File: src/rtl/seq_signed_divider.sv
`default_nettype none
// ============================================================================
// Module      : seq_signed_divider
// Description : Multi-cycle signed integer divider. Radix-2 restoring
//               division on operand magnitudes, then sign correction.
//               start/busy/done handshake, constant WIDTH+1 cycle latency.
// Revision    : 1.0 - initial release
// ============================================================================
module seq_signed_divider #(
    parameter int WIDTH = 32
) (
    input  logic             clk,
    input  logic             rst_n,
    input  logic             start,
    input  logic [WIDTH-1:0] A,
    input  logic [WIDTH-1:0] B,
    output logic             busy,
    output logic             done,
    output logic [WIDTH-1:0] Q,
    output logic [WIDTH-1:0] R,
    output logic             div_by_zero,
    output logic             overflow
);

    localparam int                 c_CNT_W    = (WIDTH > 2) ? $clog2(WIDTH) : 1;
    localparam logic [c_CNT_W-1:0] c_LAST     = c_CNT_W'(WIDTH - 1);
    localparam logic [WIDTH-1:0]   c_MOST_NEG = {1'b1, {(WIDTH-1){1'b0}}};

    typedef enum logic [1:0] {
        S_IDLE = 2'd0,
        S_CALC = 2'd1,
        S_FIX  = 2'd2
    } state_t;

    state_t             state_q;
    logic [c_CNT_W-1:0] count_q;
    logic [WIDTH-1:0]   a_q;
    logic [WIDTH-1:0]   b_q;
    logic [WIDTH-1:0]   absb_q;
    logic [WIDTH-1:0]   quo_q;
    // One bit wider than the operands so a dividend magnitude of 2^(WIDTH-1)
    // never loses its top bit while being shifted in.
    logic [WIDTH:0]     rem_q;
    logic               sign_q_q;
    logic               sign_r_q;

    logic [WIDTH-1:0]   absa_d;
    logic [WIDTH-1:0]   absb_d;
    logic [WIDTH+1:0]   trial_d;
    logic [WIDTH:0]     rem_d;
    logic [WIDTH-1:0]   quo_d;
    logic [WIDTH-1:0]   rem_mag_d;
    logic [WIDTH-1:0]   q_fix_d;
    logic [WIDTH-1:0]   r_fix_d;
    logic               dbz_d;
    logic               ovf_d;

    // Operand magnitudes, one restoring step, and the sign-corrected result.
    always_comb begin
        // The most-negative value negates to itself, which read as unsigned
        // is exactly its magnitude 2^(WIDTH-1).
        absa_d = A[WIDTH-1] ? -A : A;
        absb_d = B[WIDTH-1] ? -B : B;

        // Shift {rem,quo} left by one and trial-subtract |B|; the extra top
        // bit of the difference is the borrow that says "restore".
        trial_d = {rem_q, quo_q[WIDTH-1]} - {2'b00, absb_q};
        if (!trial_d[WIDTH+1]) begin
            rem_d = trial_d[WIDTH:0];
            quo_d = {quo_q[WIDTH-2:0], 1'b1};
        end else begin
            rem_d = {rem_q[WIDTH-1:0], quo_q[WIDTH-1]};
            quo_d = {quo_q[WIDTH-2:0], 1'b0};
        end

        // The final remainder is below |B| <= 2^(WIDTH-1), so WIDTH bits hold it.
        rem_mag_d = rem_q[WIDTH-1:0];
        dbz_d     = (b_q == '0);
        ovf_d     = !dbz_d && (a_q == c_MOST_NEG) && (b_q == '1);

        if (dbz_d) begin
            q_fix_d = '1;
            r_fix_d = a_q;
        end else if (ovf_d) begin
            q_fix_d = c_MOST_NEG;
            r_fix_d = '0;
        end else begin
            q_fix_d = sign_q_q ? -quo_q : quo_q;
            r_fix_d = sign_r_q ? -rem_mag_d : rem_mag_d;
        end
    end

    // Control FSM plus datapath registers and registered outputs.
    always_ff @(posedge clk or negedge rst_n) begin
        if (!rst_n) begin
            state_q     <= S_IDLE;
            count_q     <= '0;
            a_q         <= '0;
            b_q         <= '0;
            absb_q      <= '0;
            quo_q       <= '0;
            rem_q       <= '0;
            sign_q_q    <= 1'b0;
            sign_r_q    <= 1'b0;
            busy        <= 1'b0;
            done        <= 1'b0;
            Q           <= '0;
            R           <= '0;
            div_by_zero <= 1'b0;
            overflow    <= 1'b0;
        end else begin
            done <= 1'b0;
            case (state_q)
                S_IDLE: begin
                    if (start) begin
                        a_q      <= A;
                        b_q      <= B;
                        absb_q   <= absb_d;
                        quo_q    <= absa_d;
                        rem_q    <= '0;
                        sign_q_q <= A[WIDTH-1] ^ B[WIDTH-1];
                        sign_r_q <= A[WIDTH-1];
                        count_q  <= '0;
                        busy     <= 1'b1;
                        state_q  <= S_CALC;
                    end
                end
                S_CALC: begin
                    rem_q   <= rem_d;
                    quo_q   <= quo_d;
                    count_q <= count_q + c_CNT_W'(1);
                    if (count_q == c_LAST) begin
                        state_q <= S_FIX;
                    end
                end
                S_FIX: begin
                    Q           <= q_fix_d;
                    R           <= r_fix_d;
                    div_by_zero <= dbz_d;
                    overflow    <= ovf_d;
                    done        <= 1'b1;
                    busy        <= 1'b0;
                    state_q     <= S_IDLE;
                end
                default: begin
                    state_q <= S_IDLE;
                end
            endcase
        end
    end

endmodule
`default_nettype wire

File: config.mk
export PLATFORM = sky130hd
export DESIGN_NAME = seq_signed_divider
export DESIGN_NICKNAME = d
export VERILOG_FILES = /design/src/rtl/seq_signed_divider.sv
export SDC_FILE = /design/constraint.sdc
export NUM_CORES = 1
export LEC_CHECK = 0
export CAP_MARGIN = 20
export CORE_MARGIN = 5
export CORE_UTILIZATION = 60
export DETAILED_ROUTE_END_ITERATION = 8
export PLACE_DENSITY = 0.85
export SYNTH_ARGS = -nofsm -noshare
export SYNTH_HDL_FRONTEND = slang
export SYNTH_SLANG_ARGS = --single-unit
File: constraint.sdc
create_clock -name clk -period 5.75 [get_ports clk]
set_clock_uncertainty 0.1 [all_clocks]
set_input_delay 1.4375 -clock clk [delete_from_list [all_inputs] [get_ports clk]]
set_output_delay 1.4375 -clock clk [all_outputs]
set_load 0.005 [all_outputs]
==> impl_metrics.ini <==
[status]
outcome = finished clean

[clocking]
cts_setup_buffers = 0
ctsRootBufferMaster = sky130_fd_sc_hd__clkbuf_16
clock_sinks = 236
tritoncts_clock_tree = yes
cts_hold_buf = 0
number_of_buffers_created_by_cts = 26
worstSkewPairLatency_ps = 540
clk_pin_slew_worst_paths_ps = 60
post_cts_resize_count = 0
h_tree_levels = 1
max-clock-path-buffers = 3

[critical_path]
critical_path_required_ps = 6050
worst-endpoint-arrival_ps = 4800
crit_chain = clkdlybuf4s50_1, or4_1, or4_1, or4_1, or3_1, nor3_2, nand2_1, o41ai_2, xor2_1, o21ai_1
setup.worst_path.end_class = flop
crit_fanout = 5
critical-path-top-cell-by-count = sky130_fd_sc_hd__or4_1
critical_path.slowest_cell = sky130_fd_sc_hd__or4_1
worst-setup-path-type = primary input to flop
worst-r2r-cell-count = 13
start_kind = primary input
critPathMaxStageDelay_ps = 610

[timing]
final-hold-violation-count = 0
finalSetupTns_ps = 0
grt_setup_unrepaired = false
fmax_mhz = 222
max_slew.worst_pin.slew_ps = 1090
period_needed_ps = 4500
slew_viol_final = 0
fin_crit_sh_pct = 78.2
setup-violations-final = 0
max-slew-margin-rel_pct = 26.9

[floorplan]
placementRows = 56
die_height_microns = 163
top_level_ports = 135
full_die_area_sq_um = 26700
die_width_microns = 163
initial_utilization_pct = 60.5
core_sq_um = 23300

[min_path]
holdCritPathClass = flop to flop
worstHoldPathCells = 2

[global_routing]
antenna_found_initial = 1
grt_max_degree = 116
globalRouteTotalUtil_pct = 32.0
overflow = 0
grt_pass1_wl_microns = 68300
grt_pass1_vias = 12700

[synthesis]
count_of_distinct_cell_types_in_the_synthesized_netlist = 65
synth_seq_cells = 236
synthTopCellsByArea = sky130_fd_sc_hd__dfrtp_1 42%, sky130_fd_sc_hd__nand2_1 9.4%, sky130_fd_sc_hd__xor2_1 5.7%
synth_enable_flop_cells = 0
synth_net_count = 1782
syn_avg_cell_area_sq_um = 8.43
mappedNetlistArea_sq_um = 14100
yosysTopAreaCellShare_pct = 41.8
post_synth_inst_count = 1676
synthFlopType = sky130_fd_sc_hd__dfrtp_1
synth-seq-area-share_pct = 41.8
ys_async_sr_fraction_pct = 100
netlist.top_cell.by_area = sky130_fd_sc_hd__dfrtp_1
yosys_warnings = 0

[routing]
drc_errors = 0
wirelength_microns = 42800
detail_route.vias_per_cell = 6.36
routed-via-count = 13400
ant_nets = 0
drt_iter0_markers = 1927
avgRoutedWirePerCell_microns = 20.4
detail_route.first_pass.iterations = 6

[finish]
layout-drive-gt1-share_pct = 4.94
areaGrowthSynthToFinish_pct = 18.8
fillCellCount = 1721
final_design_area_no_fill_sq_um = 16800
instances_no_fill = 2100
multi_input_comb_area_sq_um = 7700
final_net_count = 1866
sequential_cell_area_sq_um = 5910

[placed_design]
place.detailed.hpwl_microns = 30700
numPlacedInstances = 2051
placed_area_sq_um = 15700
place.gp.congestion = 0.976
port_buffers = 134

[power]
power_density_nw_per_um2 = 621
static-leakage-power_nw = 7.32
irDropWorstVdd_mv = 0.334

[run]
maxCapViolCount = 0
==> layout by cell type (no fill, tap or decap), types with 17 or more instances in the layout <==
cell                              netlist  final
sky130_fd_sc_hd__a21oi_1               62     62
sky130_fd_sc_hd__nand2_1              352    351
sky130_fd_sc_hd__inv_1                 55     55
sky130_fd_sc_hd__nor3_1                34     34
sky130_fd_sc_hd__o21ai_1               47     47
sky130_fd_sc_hd__clkbuf_16              0     26
sky130_fd_sc_hd__xor2_1                92     92
sky130_fd_sc_hd__a22oi_1               36     36
sky130_fd_sc_hd__nor2_1                96     93
sky130_fd_sc_hd__or4_1                 20     20
sky130_fd_sc_hd__xnor2_1               51     51
sky130_fd_sc_hd__nor4_1                27     27
sky130_fd_sc_hd__dfrtp_1              236    236
sky130_fd_sc_hd__a221oi_1              17     17
sky130_fd_sc_hd__clkdlybuf4s50_1        0    133
sky130_fd_sc_hd__ha_1                  38     38
sky130_fd_sc_hd__o31ai_1               42     42
sky130_fd_sc_hd__or3_1                 18     18
sky130_fd_sc_hd__nand3_1               40     40
sky130_fd_sc_hd__o21ai_0              137    137
==> cell type report <==
| type | count | share of cell area [%] |
|---|---|---|
| Antenna cell | 1 | 0.0149 |
| Inverter | 55 | 1.23 |
| Clock buffer | 29 | 4.12 |
| Multi-Input combinational cell | 1291 | 45.9 |
| Timing Repair Buffer | 150 | 8.88 |
| Sequential cell | 236 | 35.2 |
| Clock inverter | 19 | 2.31 |
| Tap cell | 319 | 2.38 |
==> power by group <==
| group | leakage (nW) | switching [mW] | internal (mW) |
|---|---|---|---|
| sequential | 2.85 | 0.974 | 2.32 |
| combinational | 3.95 | 2.95 | 2.12 |
| clock | 0.528 | 0.705 | 1.36 |
==> per-stage QoR <==
stage	hold slack (ps)	utilization [%]	setup slack [ps]	total power [mW]
2_1_floorplan	349	-	1520	6.70
3_3_place_gp	351	67.3	869	7.99
3_5_place_dp	358	67.3	806	8.17
4_1_cts	372	71.9	1330	10.3
5_1_grt	394	71.9	1160	11.1
6_report	369	72.0	1250	10.4
==> routing by layer <==
metal  share of wire, %  vias up  GRT usage (%)
met2                 44      761           48.7
met4                3.6        2           11.5
met1                 40     6358           44.9
met5              0.042        -              0
met3                 11      138           7.62
li1                   -     6100              -
==> worst max-delay path: cells and delay by family <==
family	cells	cell delay, ps
XOR/XNOR	1	180
AO/OA/AOI/OAI	2	340
AND/OR/NAND/NOR	6	2340
buffers and inverters	1	510
==> registers in the layout, indices dropped and copies added, names as in the netlist <==
name,cells
state_q,2
quo_q,32
absb_q,31
Q,32
rem_q,33
div_by_zero,1
busy,1
R,32
done,1
count_q,5
b_q,32
a_q,32
overflow,1
sign_q_q,1
==> worst paths after layout <==
check / startpoint / to / slack [ps]
max in group asynchronous: rst_n / rem_q[6] / 3510
worst min register to register: Q[13] / Q[13] / 370
worst min-delay path: Q[13] / Q[13] / 370
worst max register to register: quo_q[31] / rem_q[32] / 1430
min in group asynchronous: rst_n / b_q[13] / 860
worst max-delay path: B[8] / absb_q[29] / 1250
==> cell usage after synthesis, types with 4 or more instances <==
master,instances
sky130_fd_sc_hd__and2_1,8
sky130_fd_sc_hd__nor4_1,27
sky130_fd_sc_hd__xor2_1,92
sky130_fd_sc_hd__a221o_1,6
sky130_fd_sc_hd__o31ai_1,42
sky130_fd_sc_hd__mux2i_1,11
sky130_fd_sc_hd__nand3_1,40
sky130_fd_sc_hd__a21oi_1,62
sky130_fd_sc_hd__or4_1,20
sky130_fd_sc_hd__o21ai_0,137
sky130_fd_sc_hd__or2_2,5
sky130_fd_sc_hd__o21ai_1,47
sky130_fd_sc_hd__a211oi_1,5
sky130_fd_sc_hd__nand4b_1,9
sky130_fd_sc_hd__or3_1,18
sky130_fd_sc_hd__nand2b_1,8
sky130_fd_sc_hd__a21o_1,11
sky130_fd_sc_hd__nand2_1,352
sky130_fd_sc_hd__nor2_1,96
sky130_fd_sc_hd__a221oi_1,17
sky130_fd_sc_hd__and3_1,8
sky130_fd_sc_hd__nand4_1,14
sky130_fd_sc_hd__o41ai_1,13
sky130_fd_sc_hd__o21bai_1,4
sky130_fd_sc_hd__a31oi_1,7
sky130_fd_sc_hd__dfrtp_1,236
sky130_fd_sc_hd__nor2b_1,10
sky130_fd_sc_hd__nor3b_1,4
sky130_fd_sc_hd__clkbuf_1,88
sky130_fd_sc_hd__o21a_1,8
sky130_fd_sc_hd__nand3b_1,4
sky130_fd_sc_hd__inv_1,55
sky130_fd_sc_hd__xnor2_1,51
sky130_fd_sc_hd__a22oi_1,36
sky130_fd_sc_hd__nor3_1,34
sky130_fd_sc_hd__ha_1,38
==> kinds of logic after synthesis <==
kind of cell,Yosys count,share of synthesized area (%)
AOI/OAI and AO/OA,429,19.2
DFF,236,41.8
buffers and inverters,149,3.99
and+or+nand+nor,669,21.8
muxes,11,0.779
adders and majority gates,39,3.51
xor gates and xnor gates,143,8.87
(Power assumes the default switching activity.)
